==> src/rtl/bcd_conv_arbiter.sv <==
// Shared double-dabble binary-to-BCD converter with a two-requester round-robin
// arbiter in front; results are returned over valid/ready tagged with the requester ID.
module bcd_conv_arbiter #(
  parameter int WIDTH  = 27,
  parameter int DIGITS = 8
) (
  input  logic                  clk,
  input  logic                  rst,
  input  logic                  req_a_valid,
  input  logic [WIDTH-1:0]      req_a_data,
  output logic                  req_a_ready,
  input  logic                  req_b_valid,
  input  logic [WIDTH-1:0]      req_b_data,
  output logic                  req_b_ready,
  output logic                  out_valid,
  input  logic                  out_ready,
  output logic [4*DIGITS-1:0]   out_bcd,
  output logic                  out_id,
  output logic                  out_overflow,
  output logic                  busy
);

  localparam int ACC_W = 4 * (DIGITS + 1);
  localparam int BCD_W = 4 * DIGITS;
  localparam int CNT_W = $clog2(WIDTH + 1);

  function automatic logic [63:0] pow10(input int n);
    logic [63:0] p;
    p = 64'd1;
    for (int i = 0; i < n; i++) p = p * 64'd10;
    return p;
  endfunction

  localparam logic [63:0]      MAX_VAL = pow10(DIGITS) - 64'd1;
  localparam logic [BCD_W-1:0] NINES   = {DIGITS{4'h9}};

  // One double-dabble step: add 3 to every nibble >= 5, then shift in the next binary bit.
  function automatic logic [ACC_W-1:0] dabble_step(input logic [ACC_W-1:0] acc, input logic b);
    logic [ACC_W-1:0] r;
    r = acc;
    for (int i = 0; i < DIGITS + 1; i++) begin
      if (acc[4*i +: 4] >= 4'd5) r[4*i +: 4] = acc[4*i +: 4] + 4'd3;
      else                       r[4*i +: 4] = acc[4*i +: 4];
    end
    return {r[ACC_W-2:0], b};
  endfunction

  typedef enum logic [1:0] {IDLE = 2'd0, SHIFT = 2'd1, DONE = 2'd2} state_t;

  state_t             state_r, state_next_s;
  logic               last_grant_r;     // 1 = B was granted last
  logic [WIDTH-1:0]   bin_r;
  logic [ACC_W-1:0]   acc_r, acc_shift_s;
  logic [CNT_W-1:0]   count_r;
  logic               id_r, ovf_r;
  logic               out_valid_r, out_id_r, out_overflow_r, busy_r;
  logic [BCD_W-1:0]   out_bcd_r;
  logic               grant_a_s, grant_b_s, accept_s;
  logic [WIDTH-1:0]   sel_data_s;

  // Round-robin grant, only offered while idle and out of reset.
  always_comb begin
    grant_a_s = 1'b0;
    grant_b_s = 1'b0;
    if (!rst && state_r == IDLE) begin
      if (req_a_valid && req_b_valid) begin
        if (last_grant_r) grant_a_s = 1'b1;
        else              grant_b_s = 1'b1;
      end else if (req_a_valid) begin
        grant_a_s = 1'b1;
      end else if (req_b_valid) begin
        grant_b_s = 1'b1;
      end else begin
        grant_a_s = 1'b0;
      end
    end else begin
      grant_b_s = 1'b0;
    end
  end

  assign accept_s    = grant_a_s | grant_b_s;
  assign sel_data_s  = grant_b_s ? req_b_data : req_a_data;
  assign acc_shift_s = dabble_step(acc_r, bin_r[WIDTH-1]);

  // Next-state logic.
  always_comb begin
    state_next_s = state_r;
    case (state_r)
      IDLE:    if (accept_s) state_next_s = SHIFT;
               else          state_next_s = IDLE;
      SHIFT:   if (count_r == CNT_W'(1)) state_next_s = DONE;
               else                      state_next_s = SHIFT;
      DONE:    if (out_valid_r && out_ready) state_next_s = IDLE;
               else                          state_next_s = DONE;
      default: state_next_s = IDLE;
    endcase
  end

  // State register and busy flag.
  always_ff @(posedge clk) begin
    if (rst) begin
      state_r <= IDLE;
      busy_r  <= 1'b0;
    end else begin
      state_r <= state_next_s;
      busy_r  <= (state_next_s != IDLE);
    end
  end

  // Capture, shift engine and output registers.
  always_ff @(posedge clk) begin
    if (rst) begin
      last_grant_r   <= 1'b1;
      bin_r          <= '0;
      acc_r          <= '0;
      count_r        <= '0;
      id_r           <= 1'b0;
      ovf_r          <= 1'b0;
      out_valid_r    <= 1'b0;
      out_bcd_r      <= '0;
      out_id_r       <= 1'b0;
      out_overflow_r <= 1'b0;
    end else begin
      case (state_r)
        IDLE: begin
          if (accept_s) begin
            bin_r        <= sel_data_s;
            id_r         <= grant_b_s;
            last_grant_r <= grant_b_s;
            ovf_r        <= (64'(sel_data_s) > MAX_VAL);
            acc_r        <= '0;
            count_r      <= CNT_W'(WIDTH);
          end
        end
        SHIFT: begin
          acc_r   <= acc_shift_s;
          bin_r   <= {bin_r[WIDTH-2:0], 1'b0};
          count_r <= count_r - CNT_W'(1);
          if (count_r == CNT_W'(1)) begin
            out_bcd_r      <= ovf_r ? NINES : acc_shift_s[BCD_W-1:0];
            out_id_r       <= id_r;
            out_overflow_r <= ovf_r;
            out_valid_r    <= 1'b1;
          end
        end
        DONE: begin
          if (out_ready) out_valid_r <= 1'b0;
        end
        default: out_valid_r <= 1'b0;
      endcase
    end
  end

  assign req_a_ready  = grant_a_s;
  assign req_b_ready  = grant_b_s;
  assign out_valid    = out_valid_r;
  assign out_bcd      = out_bcd_r;
  assign out_id       = out_id_r;
  assign out_overflow = out_overflow_r;
  assign busy         = busy_r;

endmodule

==> config.mk <==
export PLATFORM = sky130hd
export DESIGN_NAME = bcd_conv_arbiter
export DESIGN_NICKNAME = d
export VERILOG_FILES = /design/src/rtl/bcd_conv_arbiter.sv
export SDC_FILE = /design/constraint.sdc
export NUM_CORES = 1
export LEC_CHECK = 0
export CAP_MARGIN = 20
export CORE_AREA = 10 10 152 140
export DETAILED_ROUTE_END_ITERATION = 16
export DIE_AREA = 0 0 162 150
export PLACE_DENSITY_LB_ADDON = 0.2
export SKIP_CTS_REPAIR_TIMING = 1
export SYNTH_ARGS = -nofsm -noshare
export SYNTH_HDL_FRONTEND = slang
export SYNTH_SLANG_ARGS = --single-unit
==> constraint.sdc <==
create_clock -name clk -period 2 [get_ports clk]
set_input_delay 0.4 -clock clk [delete_from_list [all_inputs] [get_ports clk]]
set_output_delay 0.4 -clock clk [all_outputs]
set_load 0.005 [all_outputs]
==> impl_metrics.csv, run 1 <==
group,metric,value,unit
floorplanning,start_util,28.4,%
floorplanning,dieArea,24300,um2
sta,setup_viol,0,
logic_synthesis,ys_warn_count,0,
sta,min_period,1.89,ns
logic_synthesis,dominantRegCellSynth,"dfxtp_1",
clock_tree,clock_sinks,105,
worst_setup_path,worstPathArrival,1.49,ns
cells_and_area,fin_nets,775,
sta,hold_violations,0,
routing,drt_wl_total,14.5,mm
logic_synthesis,syn_nets,688,
grt,grt_first_pass_wirelength,23.9,mm
clock_tree,cts_tree,"built",
logic_synthesis,ys_seq_area_share,40.9,%
logic_synthesis,synth_area,5140,um2
pwr,clkPwrFrac,39.3,%
floorplanning,fp.coreArea,18100,um2
floorplanning,io_pins,97,
grt,track_usage,12.1,%
run,cap_violations,0,
floorplanning,chipWidth,162,um
sta,timing.final.max_slew_violations,0,
pwr,switching_share,25.0,%
logic_synthesis,synth_edf_count,0,
worst_setup_path,reg2reg_slack,0.24,ns
pwr,ir_drop,0.366,mV
sta,rsz0062_at_grt,"no",
logic_synthesis,synth_area_per_cell,8.41,um2
cells_and_area,drive_gt1_share,10.8,%
routing,wl_per_cell,15.3,um
routing,vias_per_cell,4.79,
worst_setup_path,cp_max_fo,3,
logic_synthesis,async_flop_share,0,%
routing,dr.pass1.iters,4,
sta,worst_pin_slew,0.650,ns
pwr,cellPowerDensity,716,nW/um2
routing,antenna_left,0,
pwr,p_int,3640,uW
pwr,pwr-share-seq,46.0,%
floorplanning,rows,47,
sta,fin_tns_setup,0,ns
worst_setup_path,cp_data_required_time,1.60,ns
worst_setup_path,cp-start-kind,"input port",
place,portBuffers,96,
sta,fin_ws,0.115,ns
grt,antenna_found_initial,0,
pwr,power,4850,uW
routing,routed-via-count,4532,
logic_synthesis,syn_inst,611,
logic_synthesis,ys_types,49,
worst_hold_path,hp-class,"reg -> reg",
place,dp_hpwl,10.2,mm
worst_setup_path,crit_path_end_kind,"output port",
routing,drt_iter0_markers,267,
sta,fmax,530,MHz
sta,relSlewSlack,56.5,%
logic_synthesis,synth_seq_cells,105,
grt,grt_overflow_total,0,
clock_tree,cts_root_buffer,"clkbuf_16",
pwr,switching_power,1220,uW
cells_and_area,layout.cells.non_filler,947,
cells_and_area,diodes,0,
routing,drc,0,
clock_tree,cts.path.max_buffers,2,
clock_tree,cts.clk_slew.worst_paths,0.06,ns
floorplanning,dieHeight,150,um
sta,clock_skew,0.00779,ns
place,place_inst,931,
clock_tree,cts_made_buffers,9,
grt,grt_pass1_vias,4598,
place,place_congestion,0.771,
outcome,status,"completed",
clock_tree,htreeDepth,3,
pwr,power_leakage,0.00240,uW
sta,fin_crit_sh,94.3,%
pwr,pwr-share-comb,14.7,%
place,preCtsSetupSlack,-0.220,ns
cells_and_area,area_growth,31.8,%
clock_tree,clock_latency,0.35,ns
grt,grt_max_degree,105,
worst_setup_path,worstSetupPathType,"in -> out",
==> cell families after synthesis <==
group,count (synthesis),synth area share [%]
flops,105,40.9
fa+ha+maj,18,4.38
simple gates,217,20.3
compound gates,164,19.7
xor+xnor,9,1.53
mux,35,7.47
buf+inv,63,5.74
==> through the flow <==
stage          hold WS (ns)  cell area (um2)  util [%]
2_1_floorplan         0.432             5140         -
3_3_place_gp          0.454             6410      35.4
3_5_place_dp          0.451             6410      35.4
4_1_cts               0.460             6730      37.1
5_1_grt               0.495             6770      37.4
6_report              0.470             6770      37.4
==> power by group through the flow <==
stage               Clock [uW]  Sequential [uW]  Combinational [uW]
finish                    1910             2230                 712
global route              2050             2240                 791
CTS                       1970             2230                 716
detailed placement           0             2280                 713
global placement             0             2280                 702
floorplan                    0             2270                 405
==> cells in the mapped netlist (2+ instances only) <==
| master | instances | area (um2) |
|---|---|---|
| nand2_1 | 66 | 248 |
| clkbuf_1 | 18 | 67.6 |
| a221oi_1 | 2 | 17.5 |
| nand3_1 | 26 | 130 |
| buf_6 | 2 | 22.5 |
| xnor2_1 | 8 | 70.1 |
| o21ai_0 | 14 | 70.1 |
| mux2_2 | 27 | 304 |
| nand4_1 | 3 | 18.8 |
| a31oi_1 | 10 | 62.6 |
| dfxtp_1 | 105 | 2100 |
| inv_1 | 20 | 75.1 |
| buf_4 | 8 | 60.1 |
| buf_1 | 4 | 15.0 |
| nor2b_1 | 8 | 50.1 |
| a21oi_1 | 74 | 370 |
| a211oi_1 | 10 | 75.1 |
| a22oi_1 | 43 | 323 |
| nor2_1 | 60 | 225 |
| buf_2 | 11 | 55.1 |
| ha_1 | 18 | 225 |
| nor4_1 | 2 | 12.5 |
| nor3_1 | 16 | 80.1 |
| nand2b_1 | 10 | 62.6 |
| nor3b_1 | 15 | 113 |
| mux2i_1 | 8 | 80.1 |
==> cell usage in the layout, fill, tap and decap left out, types with 3 or more instances in the layout <==
cell and instances:
nand3_1 26, nand2_1 66, ha_1 18, nor3_1 16, inv_1 20, a211oi_1 10
nand2b_1 10, a21oi_1 74, clkdlybuf4s50_1 93, dfxtp_1 105, o21ai_0 14, clkbuf_16 9
buf_12 4, nor3b_1 15, nand4_1 3, a31oi_1 10, mux2_2 27, mux2i_1 8
xnor2_1 8, nor2b_1 7, buf_4 19, a22oi_1 43, nor2_1 60
==> layout make-up <==
| class | instances | area, um2 |
|---|---|---|
| Clock buffer | 10 | 239 |
| Clock inverter | 5 | 80.1 |
| Fill cell | 1892 | 11300 |
| Inverter | 20 | 75.1 |
| Sequential cell | 105 | 2100 |
| Multi-Input combinational cell | 443 | 2770 |
| Tap cell | 245 | 307 |
| Timing Repair Buffer | 119 | 1210 |
==> flip-flops by register name, summed over array words and instances (netlist names) <==
name          count
state_r           2
out_overflow      1
ovf_r             1
id_r              1
busy              1
bin_r            27
acc_r            32
out_id            1
count_r           5
last_grant_r      1
out_bcd          32
out_valid         1
==> critical path, cell delays in order <==
cell and delay (ns):
clkdlybuf4s50_1 0.49, buf_4 0.13, nor2b_1 0.14, and3b_1 0.18, dlymetal6s2s_1 0.15
==> per-layer routing <==
layer | wire [um] | share of wire [%] | GRT usage (%)
met1 | 6650 | 46 | 14.6
met2 | 7030 | 49 | 20.5
met3 | 646 | 4.5 | 3.41
met4 | 155 | 1.1 | 3.32
met5 | 0 | 0 | 0
==> worst paths after layout <==
check | from | endpoint | cells after the start
worst min register to register | out_overflow$_SDFFE_PP0P_ | out_overflow$_SDFFE_PP0P_ | 2
worst max-delay path | req_b_valid | req_a_ready | 5
worst min-delay path | out_overflow$_SDFFE_PP0P_ | out_overflow$_SDFFE_PP0P_ | 2
worst max register to register | state_r[0]$_SDFF_PP0_ | bin_r[24]$_SDFFE_PP0P_ | 6
(Power assumes the default switching activity.)
==> inputs of run 2 (changes only) <==
Settings changed: CORE_AREA 10 10 152 140 to 10 10 165 129, CTS_CLUSTER_DIAMETER from default to 50, DIE_AREA 0 0 162 150 to 0 0 175 139.
==> run 2 against run 1 <==
Final cell count up 0.84%. Clock power up 3%. Core utilization up 0.34 points. Count of clock-buffer cells in the layout up 2. Maximum frequency up 3.8%. Setup slack better by 0.069 ns. Combinational power up 4.2%. Sequential share of layout area down 0.22 points. Non-clock buffer count up 5. Power up 1.7%. Critical path depth up 3. Hold slack worse by 0.014 ns. Critical endpoint is now busy$_SDFF_PP0_.
==> impl_metrics.csv, run 2 (synthesis gave the netlist of run 1 again) <==
group,metric,value,unit
cells_and_area,drive_gt1_share,11.4,%
clock_tree,clock_latency,0.36,ns
worst_setup_path,reg2reg_to,"busy$_SDFF_PP0_",
clock_tree,clock_sinks,105,
clock_tree,htreeDepth,3,
routing,drt_iter0_markers,312,
grt,antenna_found_initial,0,
clock_tree,cts.path.max_buffers,2,
outcome,status,"completed",
sta,min_period,1.82,ns
grt,grt_first_pass_wirelength,24.4,mm
worst_setup_path,cp-start-kind,"flop",
worst_setup_path,cp_data_required_time,2.24,ns
routing,routed-via-count,4622,
worst_setup_path,r2r_start,"count_r[1]$_SDFFE_PP0P_",
clock_tree,cts_root_buffer,"clkbuf_16",
pwr,cellPowerDensity,723,nW/um2
sta,hold_violations,0,
routing,dr.pass1.iters,5,
floorplanning,fp.coreArea,18100,um2
floorplanning,dieArea,24300,um2
worst_setup_path,reg2reg_slack,0.18,ns
sta,hold_slack,0.455,ns
sta,setup_viol,0,
floorplanning,chipWidth,175,um
worst_setup_path,worstSetupPathType,"reg -> reg",
floorplanning,rows,43,
worst_setup_path,crit_path_end_kind,"flop",
sta,fin_ws,0.184,ns
sta,fin_tns_setup,0,ns
pwr,power,4930,uW
grt,grt_overflow_total,0,
floorplanning,start_util,28.4,%
worst_setup_path,critPathCapture,"busy$_SDFF_PP0_",
worst_setup_path,worstPathArrival,2.06,ns
sta,clock_skew,0.00725,ns
cells_and_area,nFillCells,1859,
worst_setup_path,critPathLaunch,"count_r[1]$_SDFFE_PP0P_",
place,preCtsSetupSlack,-0.200,ns
worst_hold_path,hp-class,"reg -> reg",
clock_tree,cts.clk_slew.worst_paths,0.07,ns
routing,vias_per_cell,4.84,
worst_setup_path,rr_worst_depth,8,
worst_setup_path,cp_max_fo,13,
floorplanning,dieHeight,139,um
sta,timing.final.max_slew_violations,0,
routing,antenna_left,0,
floorplanning,io_pins,97,
cells_and_area,final_common_cell,"dfxtp_1",
place,dp_hpwl,10.7,mm
clock_tree,cts_tree,"built",
sta,rsz0062_at_grt,"no",
grt,grt_pass1_vias,4602,
cells_and_area,diodes,0,
sta,fin_crit_sh,90.8,%
sta,worst_pin_slew,0.605,ns
cells_and_area,area_growth,32.7,%
pwr,ir_drop,0.348,mV
pwr,power_leakage,0.00244,uW
grt,track_usage,12.2,%
cells_and_area,fin_nets,780,
routing,drc,0,
place,portBuffers,96,
sta,relSlewSlack,59.7,%
run,cap_violations,0,
sta,fmax,551,MHz
cells_and_area,mostFrequentLayoutCells,"dfxtp_1 (105), clkdlybuf4s50_1 (92), a21oi_1 (74)",
place,place_congestion,0.796,
routing,wl_per_cell,15.6,um
routing,drt_wl_total,14.9,mm
clock_tree,cts_made_buffers,9,
grt,grt_max_degree,58,
run 2: cell count changes in the layout (fill, tap and decap cells not counted), sizes merged:
cell / before / now
buf: 24 / 29
clkbuf: 10 / 12
clkdlybuf4s50: 93 / 92
clkinv: 1 / 0
dlymetal6s2s: 2 / 3
run 2: worst max-delay path, cell delays in order (launching register included):
cell and delay, ns:
dfxtp_1 0.36, inv_1 0.07, ha_1 0.17, nor4b_1 0.14, buf_4 0.14, nand2_1 0.16, buf_4 0.26, a21oi_1 0.10
or2_2 0.30
run 2: layout make-up:
cell class | instances | area, um2 | share of cell area [%]
inverters | 20 | 75.1 | 1.10
flip-flops and latches | 105 | 2100 | 30.8
clock inverters | 4 | 75.1 | 1.10
clock buffers | 12 | 256 | 3.76
repair buffers | 124 | 1240 | 18.2
multi-input cells | 443 | 2760 | 40.5
well taps | 247 | 309 | 4.53
run 2: per-layer routing:
| metal | share of wire, % | routed length (um) | global-route usage, % | vias to the layer above |
|---|---|---|---|---|
| met5 | 0 | 0 | 0 | - |
| met4 | 1.5 | 222 | 3.52 | 0 |
| met3 | 5.5 | 820 | 3.70 | 15 |
| met2 | 46 | 6760 | 19.1 | 89 |
| met1 | 47 | 7050 | 15.7 | 2175 |
| li1 | - | - | - | 2343 |
run 2: worst min path at each step:
stage | startpoint | end | slack, ns | cells past startpoint
3_5_place_dp | out_bcd[4]$_SDFFE_PP0P_ | out_bcd[4]$_SDFFE_PP0P_ | 0.45 | 2
4_1_cts | rst | state_r[0]$_SDFF_PP0_ | 0.44 | 4
5_1_grt | out_overflow$_SDFFE_PP0P_ | out_overflow$_SDFFE_PP0P_ | 0.47 | 2
2_1_floorplan | id_r$_SDFFE_PP0N_ | out_id$_SDFFE_PP0P_ | 0.43 | 2
3_3_place_gp | out_overflow$_SDFFE_PP0P_ | out_overflow$_SDFFE_PP0P_ | 0.45 | 2
6_report | out_bcd[4]$_SDFFE_PP0P_ | out_bcd[4]$_SDFFE_PP0P_ | 0.46 | 2
run 2: metrics by stage:
| step | std cells | util, % | instance area [um2] |
|---|---|---|---|
| 3_3_place_gp | 938 | 35.7 | 6460 |
| 5_1_grt | 955 | 37.7 | 6820 |
| 6_report | 955 | 37.7 | 6820 |
| 3_5_place_dp | 938 | 35.7 | 6460 |
| 4_1_cts | 954 | 37.6 | 6790 |
| 2_1_floorplan | 611 | - | 5140 |
run 2: power breakdown:
part | total, uW | leakage, uW | switching (uW) | internal [uW]
Sequential | 2230 | 0.000852 | 56.3 | 2170
Clock | 1960 | 0.000155 | 795 | 1170
Combinational | 742 | 0.00143 | 382 | 360
==> inputs of run 3 (changes only) <==
Settings changed: CORE_AREA 10 10 165 129 to 10 10 135 106, DIE_AREA 0 0 175 139 to 0 0 145 116, PLACE_DENSITY from default to 0.7, PLACE_DENSITY_LB_ADDON 0.2 to default.
==> run 3 against run 2 <==
Setup slack better by 0.015 ns. Final cell count shrank 9.3%. Maximum frequency increased by 0.81%. Largest cell class unchanged. Die area fell by 31%. Highest routed layer unchanged. Combinational power is 3.2% lower.
==> impl_metrics.csv, run 3 (synthesis gave the netlist of run 1 again) <==
group,metric,value,unit
worst_hold_path,hp-class,"reg -> reg",
worst_setup_path,r2r_start,"count_r[0]$_SDFFE_PP0P_",
floorplanning,dieArea,16800,um2
place,preCtsSetupSlack,-0.244,ns
routing,routed-via-count,4667,
worst_setup_path,crit_path_end_kind,"flop",
cells_and_area,multi_input_area,2760,um2
clock_tree,htreeDepth,3,
place,dp_hpwl,9.70,mm
pwr,switching_share,25.6,%
pwr,switching_power,1200,uW
worst_setup_path,cp_max_fo,25,
grt,grtUsageMet1,20.2,%
worst_setup_path,worstSetupPathType,"reg -> reg",
cells_and_area,drive_gt1_share,10.9,%
clock_tree,clock_latency,0.35,ns
grt,grt_pass1_vias,4518,
routing,drt_wl_total,13.8,mm
pwr,pwr-share-comb,15.3,%
worst_setup_path,cp_data_required_time,2.20,ns
run,cap_violations,0,
pwr,ir_drop,0.360,mV
floorplanning,fp.coreArea,11500,um2
pwr,cellPowerDensity,706,nW/um2
cells_and_area,fin_nets,776,
worst_setup_path,cp-start-kind,"flop",
sta,clock_skew,0.00662,ns
routing,dr.pass1.iters,6,
sta,worst_pin_slew,0.742,ns
pwr,pwr-share-seq,47.6,%
worst_setup_path,cp_slowest_cell,"dfxtp_1",
sta,fmax,555,MHz
worst_setup_path,reg2reg_slack,0.20,ns
floorplanning,rows,34,
place,place_congestion,0.848,
worst_setup_path,worstPathArrival,2.00,ns
place,portBuffers,96,
routing,vias_per_cell,5.39,
worst_setup_path,cp_cell_sequence,"ha_1 > nor4b_1 > buf_4 > and2_1 > buf_12 > nand2_1 > nor2_1 > nor3_1",
grt,track_usage,16.2,%
clock_tree,cts_made_buffers,9,
clock_tree,cts.path.max_buffers,2,
cells_and_area,nFillCells,1033,
floorplanning,start_util,44.6,%
grt,grt_most_used_layer,"met2",
clock_tree,cts_root_buffer,"clkbuf_16",
floorplanning,dieHeight,116,um
cells_and_area,final_common_cell,"dfxtp_1",
grt,grt_overflow_total,0,
worst_setup_path,critPathCapture,"out_bcd[19]$_SDFFE_PP0P_",
grt,grtUsageMet2,27.7,%
routing,drc,0,
worst_setup_path,reg2reg_to,"out_bcd[19]$_SDFFE_PP0P_",
cells_and_area,diodes,0,
grt,grtUsageMet3,3.27,%
worst_setup_path,rr_worst_depth,8,
clock_tree,cts.clk_slew.worst_paths,0.07,ns
worst_setup_path,critPathLaunch,"count_r[0]$_SDFFE_PP0P_",
sta,fin_crit_sh,90.1,%
floorplanning,chipWidth,145,um
routing,wl_per_cell,15.9,um
clock_tree,cts_tree,"built",
grt,grt_first_pass_wirelength,22.7,mm
grt,antenna_found_initial,0,
routing,antenna_left,0,
routing,drt_iter0_markers,294,
sta,min_period,1.80,ns
sta,hold_slack,0.457,ns
pwr,clkPwrFrac,37.1,%
pwr,power_leakage,0.00241,uW
sta,rsz0062_at_grt,"no",
cells_and_area,register_area,2100,um2
sta,timing.final.max_slew_violations,0,
worst_setup_path,max_stage_delay,0.41,ns
clock_tree,clock_sinks,105,
cells_and_area,area_growth,29.2,%
floorplanning,io_pins,97,
grt,grt_max_degree,70,
sta,hold_violations,0,
sta,setup_viol,0,
outcome,status,"completed",
sta,fin_ws,0.198,ns
cells_and_area,mostFrequentLayoutCells,"dfxtp_1 (104), clkdlybuf4s50_1 (91), a21oi_1 (74)",
pwr,p_int,3490,uW
sta,relSlewSlack,50.5,%
run 3: how the worst min path moves through the flow:
stage                              start                        end  slack (ns)  depth (start not counted)
6_report       out_overflow$_SDFFE_PP0P_  out_overflow$_SDFFE_PP0P_        0.46                          2
5_1_grt              out_id$_SDFFE_PP0P_        out_id$_SDFFE_PP0P_        0.48                          2
4_1_cts              out_id$_SDFFE_PP0P_        out_id$_SDFFE_PP0P_        0.46                          2
3_5_place_dp         out_id$_SDFFE_PP0P_        out_id$_SDFFE_PP0P_        0.45                          2
3_3_place_gp   out_overflow$_SDFFE_PP0P_  out_overflow$_SDFFE_PP0P_        0.44                          2
2_1_floorplan          id_r$_SDFFE_PP0N_        out_id$_SDFFE_PP0P_        0.43                          2
run 3: worst max-delay path: cells and delay by family, from the launching register on:
family	cells	cell delay (ns)
buffers and inverters	2	0.37
adder cells (fa/ha/maj)	1	0.17
AND/OR/NAND/NOR	5	0.71
flip-flops	1	0.41
run 3: area by class of cell:
class	instances	share of cell area, %
sequential	105	31.7
clock buffer	11	3.50
inverter	20	1.13
tap	162	3.05
clock inverter	5	0.848
multi-input combinational	443	41.6
timing repair buffer	120	18.2
run 3: power by group through the flow:
stage / combinational, uW / clock [uW] / sequential [uW]
after floorplan: 405 / 0 / 2270
after global placement: 694 / 0 / 2270
after detailed placement: 712 / 0 / 2280
after CTS: 719 / 1790 / 2230
after global routing: 784 / 1870 / 2240
final: 718 / 1740 / 2230
run 3: metrics by stage:
stage / instance area, um2 / util [%] / TNS [ns] / std cells / total power, uW
floorplan: 5140 / - / 0 / 611 / 2670
global placement: 6320 / 54.9 / -3.37 / 849 / 2970
detailed placement: 6320 / 54.9 / -4.91 / 849 / 2990
CTS: 6610 / 57.4 / -0.421 / 865 / 4730
global route: 6640 / 57.6 / 0 / 866 / 4890
finish: 6640 / 57.6 / 0 / 866 / 4690
run 3: routing by layer:
| layer | share of wire, % | routed length (um) |
|---|---|---|
| met1 | 46 | 6400 |
| met3 | 4.6 | 639 |
| met2 | 48 | 6630 |
| met4 | 0.99 | 137 |
| met5 | 0 | 0 |
==> patch 1, RTL diff (flow settings as in run 1) <==
`WIDTH`: 27 -> 54.
--- a/src/rtl/bcd_conv_arbiter.sv
+++ b/src/rtl/bcd_conv_arbiter.sv
@@ -1,7 +1,7 @@
 // Shared double-dabble binary-to-BCD converter with a two-requester round-robin
 // arbiter in front; results are returned over valid/ready tagged with the requester ID.
 module bcd_conv_arbiter #(
-  parameter int WIDTH  = 27,
+  parameter int WIDTH  = 54,
   parameter int DIGITS = 8
 ) (
   input  logic                  clk,
Ports: changed (resized req_a_data and req_b_data); port bits go from 97 to 151. No check against the original RTL was run, so the function may have changed too.
==> patch 1 against run 1 <==
Sequential cell count grew 28. Area after synthesis grew 31%. Worst setup slack lost 0.096 ns. Final area grew 37%. Total power grew 42%. Combinational power grew 45%. Routed wire length grew 40%. Clock power grew 59%. Largest cell class unchanged. Highest routed layer unchanged.
==> patch 1: results (changes against run 1) <==
status:
  status: "completed"
worst_hold_path:
  min-delay-start: "id_r"
  hold_path_end: "out_id"
  hold_depth: 2  # unchanged
setup_path:
  slowest_delay_ns: 0.33  # -0.16 ns
  r2r_end: "ovf_r"
  critPathLaunch: "state_r[1]"
  cp_max_fo: 16  # +13
  path_class: "flop to flop"
  crit_slowest_cell: "dfxtp_2"
  r2r_slack_ns: 0.02  # -0.22 ns
  worst_r2r_path_depth: 7  # +1
  arrival_ns: 2.28  # +0.79 ns
  crit_family: "compound AO/OA/AOI/OAI gates"
synth:
  muxShareOfSynthArea: 0.104  # +0.0288
  synth_top_area_share: 0.394  # -0.0146
  synthTopCellsByArea: "dfxtp_1 (39%), mux2_2 (9.2%), nand2_1 (7.8%)"
  ys_seq_elements: 133  # +27%
  synth-compound-area-share: 0.159  # -0.0378
  syn_nets: 966  # +40%
  ys_types: 44  # -10%
  synth-xor-area-share: 0.0156  # +0.000229
  yosysSeqAreaShare: 0.394  # -0.0146
  postSynthCellCount: 835  # +37%
  post_synth_fa_ha_maj_area_fraction: 0.0333  # -0.0105
global_routing:
  grt_pass1_vias: 6364  # +38%
  grt_max_degree: 54  # -49%
  grt_usage: 0.167  # +0.0464
  grt_pass1_wl_microns: 33300  # +39%
route:
  via_count: 6469  # +43%
  drtIter0Drc: 493  # +85%
  drt-pass1-iter-count: 5  # +1
  post_drt_wl_per_cell_microns: 16.3  # +6.6%
clock_tree:
  numCtsBuffers: 17  # +8
  ctsLongestPathBuffers: 2  # unchanged
  clkTransAtPathRegs_ns: 0.06  # about the same
  htree_levels: 4  # +1
  clk_latency_ns: 0.42  # +0.07 ns
place:
  io_buffers: 150  # +56%
  hpwl_microns: 14700  # +45%
  place_congestion: 0.866  # +12%
final_layout:
  buf_share: 0.203  # +0.0246
  seq_share: 0.287  # -0.0236
  n_fill_cell: 1782  # -5.8%
  multi_input_area_sq_um: 3780  # +37%
  nets: 1115  # +44%
  drive_above_1_share: 0.145  # +0.0372
  fin_cells: 1242  # +31%
  diodes: 0  # unchanged
  regMostFlops: "bin_r"
  num-multi-input-gates: 618  # +40%
  clk_share: 0.0619  # +0.0148
  clock_buffers: 19  # +9
power:
  p_leak_uw: 0.00323  # +35%
  max-vdd-ir-drop_uv: 446  # +22%
sta:
  skew_ns: 0.0156  # +0.00784 ns
  worst_pin_slew_ns: 0.565  # -0.0858 ns
  hold_ws_ns: 0.449  # -0.0203 ns
[patch 1: layer usage]
layer / up-vias / part of all wire / global-route usage
met5: - / 0 / 0
met4: 0 / 0.0085 / 0.0432
met3: 15 / 0.059 / 0.0530
met2: 153 / 0.46 / 0.260
met1: 3021 / 0.47 / 0.219
li1: 3280 / - / -
[patch 1: worst register-to-register path, stage by stage (launching register included)]
cell and delay, ns:
dfxtp_2 0.33, nor3_4 0.29, nand3_4 0.13, buf_4 0.16, buf_4 0.21, o311a_1 0.14, o31a_1 0.30, a311o_1 0.31
[patch 1: metrics by stage]
stage	worst slack, ns	area (sq um)
2_1_floorplan	0.168	6750
3_3_place_gp	-0.322	8690
3_5_place_dp	-0.338	8690
4_1_cts	-0.416	9270
5_1_grt	-0.0136	9290
6_report	0.0185	9290
[patch 1: report_power, final]
group	switching, uW	internal (uW)	total [uW]
Clock	1170	1860	3030
Sequential	77.0	2770	2850
Combinational	526	508	1030
==> patch 2, RTL diff (settings of run 1) <==
Without the edit above. Encoding of `state_t`: now one-hot (3 bits for 3 states).
--- a/src/rtl/bcd_conv_arbiter.sv
+++ b/src/rtl/bcd_conv_arbiter.sv
@@ -45,7 +45,7 @@
     return {r[ACC_W-2:0], b};
   endfunction
 
-  typedef enum logic [1:0] {IDLE = 2'd0, SHIFT = 2'd1, DONE = 2'd2} state_t;
+  typedef enum logic [2:0] {IDLE = 3'b001, SHIFT = 3'b010, DONE = 3'b100} state_t;
 
   state_t             state_r, state_next_s;
   logic               last_grant_r;     // 1 = B was granted last
Check against the original RTL: no difference found for any inputs over 10 cycles, from zero or initial values and one cycle with rst high; not proved beyond that.
==> patch 2 against run 1 <==
The run now ends with negative setup slack left. Worst hold slack got worse by 0.018 ns. Largest power group unchanged. Critical path type is now flop to primary output. Area after synthesis decreased by 2.9%. Worst setup slack got worse by 0.13 ns. Routed wire length increased by 2.5%. Via count increased by 1.4%. Sequential cell count increased by 1. Final area decreased by 1.1%. Total power decreased by 5.4%. Clock skew decreased by 0.00099 ns.
==> patch 2: results (changes against run 1) <==
global_routing:
  grt_usage: 0.123  # +0.00234
  grt_pass1_wl_microns: 24300  # +1.7%
  met3_usage: 0.0275  # -0.00659
  met1_usage: 0.147  # +0.00137
  grt_max_degree: 60  # -43%
  grt_pass1_vias: 4699  # +2.2%
  met2_usage: 0.215  # +0.0101
final_layout:
  num-multi-input-gates: 411  # -7.2%
  buffers: 131  # +10%
  inv_count: 34  # +70%
  buf_share: 0.187  # +0.00853
  multi_input_area_share: 0.386  # -0.0225
  drive_above_1_share: 0.0990  # -0.00927
  fin_cells: 942  # -0.53%
  nets: 770  # -0.65%
  seqCellArea_sq_um: 2120  # +1.0%
  fin_util: 0.370  # -0.00414
  n_fill_cell: 1894  # +0.11%
setup_path:
  slowest_delay_ns: 0.34  # -0.15 ns
  arrival_ns: 1.62  # +0.13 ns
  crit_slowest_cell: "dfxtp_2"
place:
  place_congestion: 0.816  # +5.9%
  hpwl_microns: 10700  # +5.5%
  place_inst: 922  # -0.97%
synth:
  ys_seq_elements: 106  # +0.95%
  synth-xor-area-share: 0.0176  # +0.00222
  post_synth_fa_ha_maj_area_fraction: 0.0451  # +0.00133
  synth-compound-area-share: 0.220  # +0.0228
  syn_nets: 665  # -3.3%
  synth_top_cells_by_count: "dfxtp_1 (106), nor2_1 (80), nand2_1 (55)"
  ys_types: 51  # +4.1%
  muxShareOfSynthArea: 0.0326  # -0.0421
status:
  violations: "negative setup slack"
  status: "finished, violations left"
route:
  wl_met2_microns: 7600  # +8.1%
  via_count: 4596  # +1.4%
power:
  seq_power_share: 0.482  # +0.022
  p_sw_uw: 1130  # -7.0%
  powerDensity_nw_per_um2: 686  # -4.3%
  p_leak_uw: 0.00250  # +4.4%
  pwr-share-clk: 0.399  # +0.006
sta:
  setup_slack_ns: -0.0163  # -0.131 ns
  relSlewSlack: 0.587  # +0.0213
  setup_viol_count_final: 1  # +1
[patch 2: cell types whose count changed after synthesis, moves of 9 or more]
cell,delta
clkbuf_1,+9
mux2_2,-25
nand3_1,-25
inv_1,+12
a222oi_1,+12
a21oi_1,-31
nor3_1,+16
nand2_1,-11
nor3b_1,-13
nor2_1,+20
[patch 2: final timing paths]
kind	start	to	slack (ns)	cells past startpoint
setup / recovery	state_r[2]	req_a_ready	-0.02	7
hold / removal	bin_r[13]	bin_r[13]	0.45	2
setup reg to reg	state_r[1]	bin_r[24]	0.23	7
hold reg to reg	bin_r[13]	bin_r[13]	0.45	2
[patch 2: logic make-up (layout without fill, tap and decap cells)]
family                     Yosys count  after routing
AOI/OAI and AO/OA                  159            159
xor gates and xnor gates            10             10
adders and majority gates           18             18
buffers and inverters               71            180
DFF                                106            106
muxes                               16             16
and+or+nand+nor                    208            208
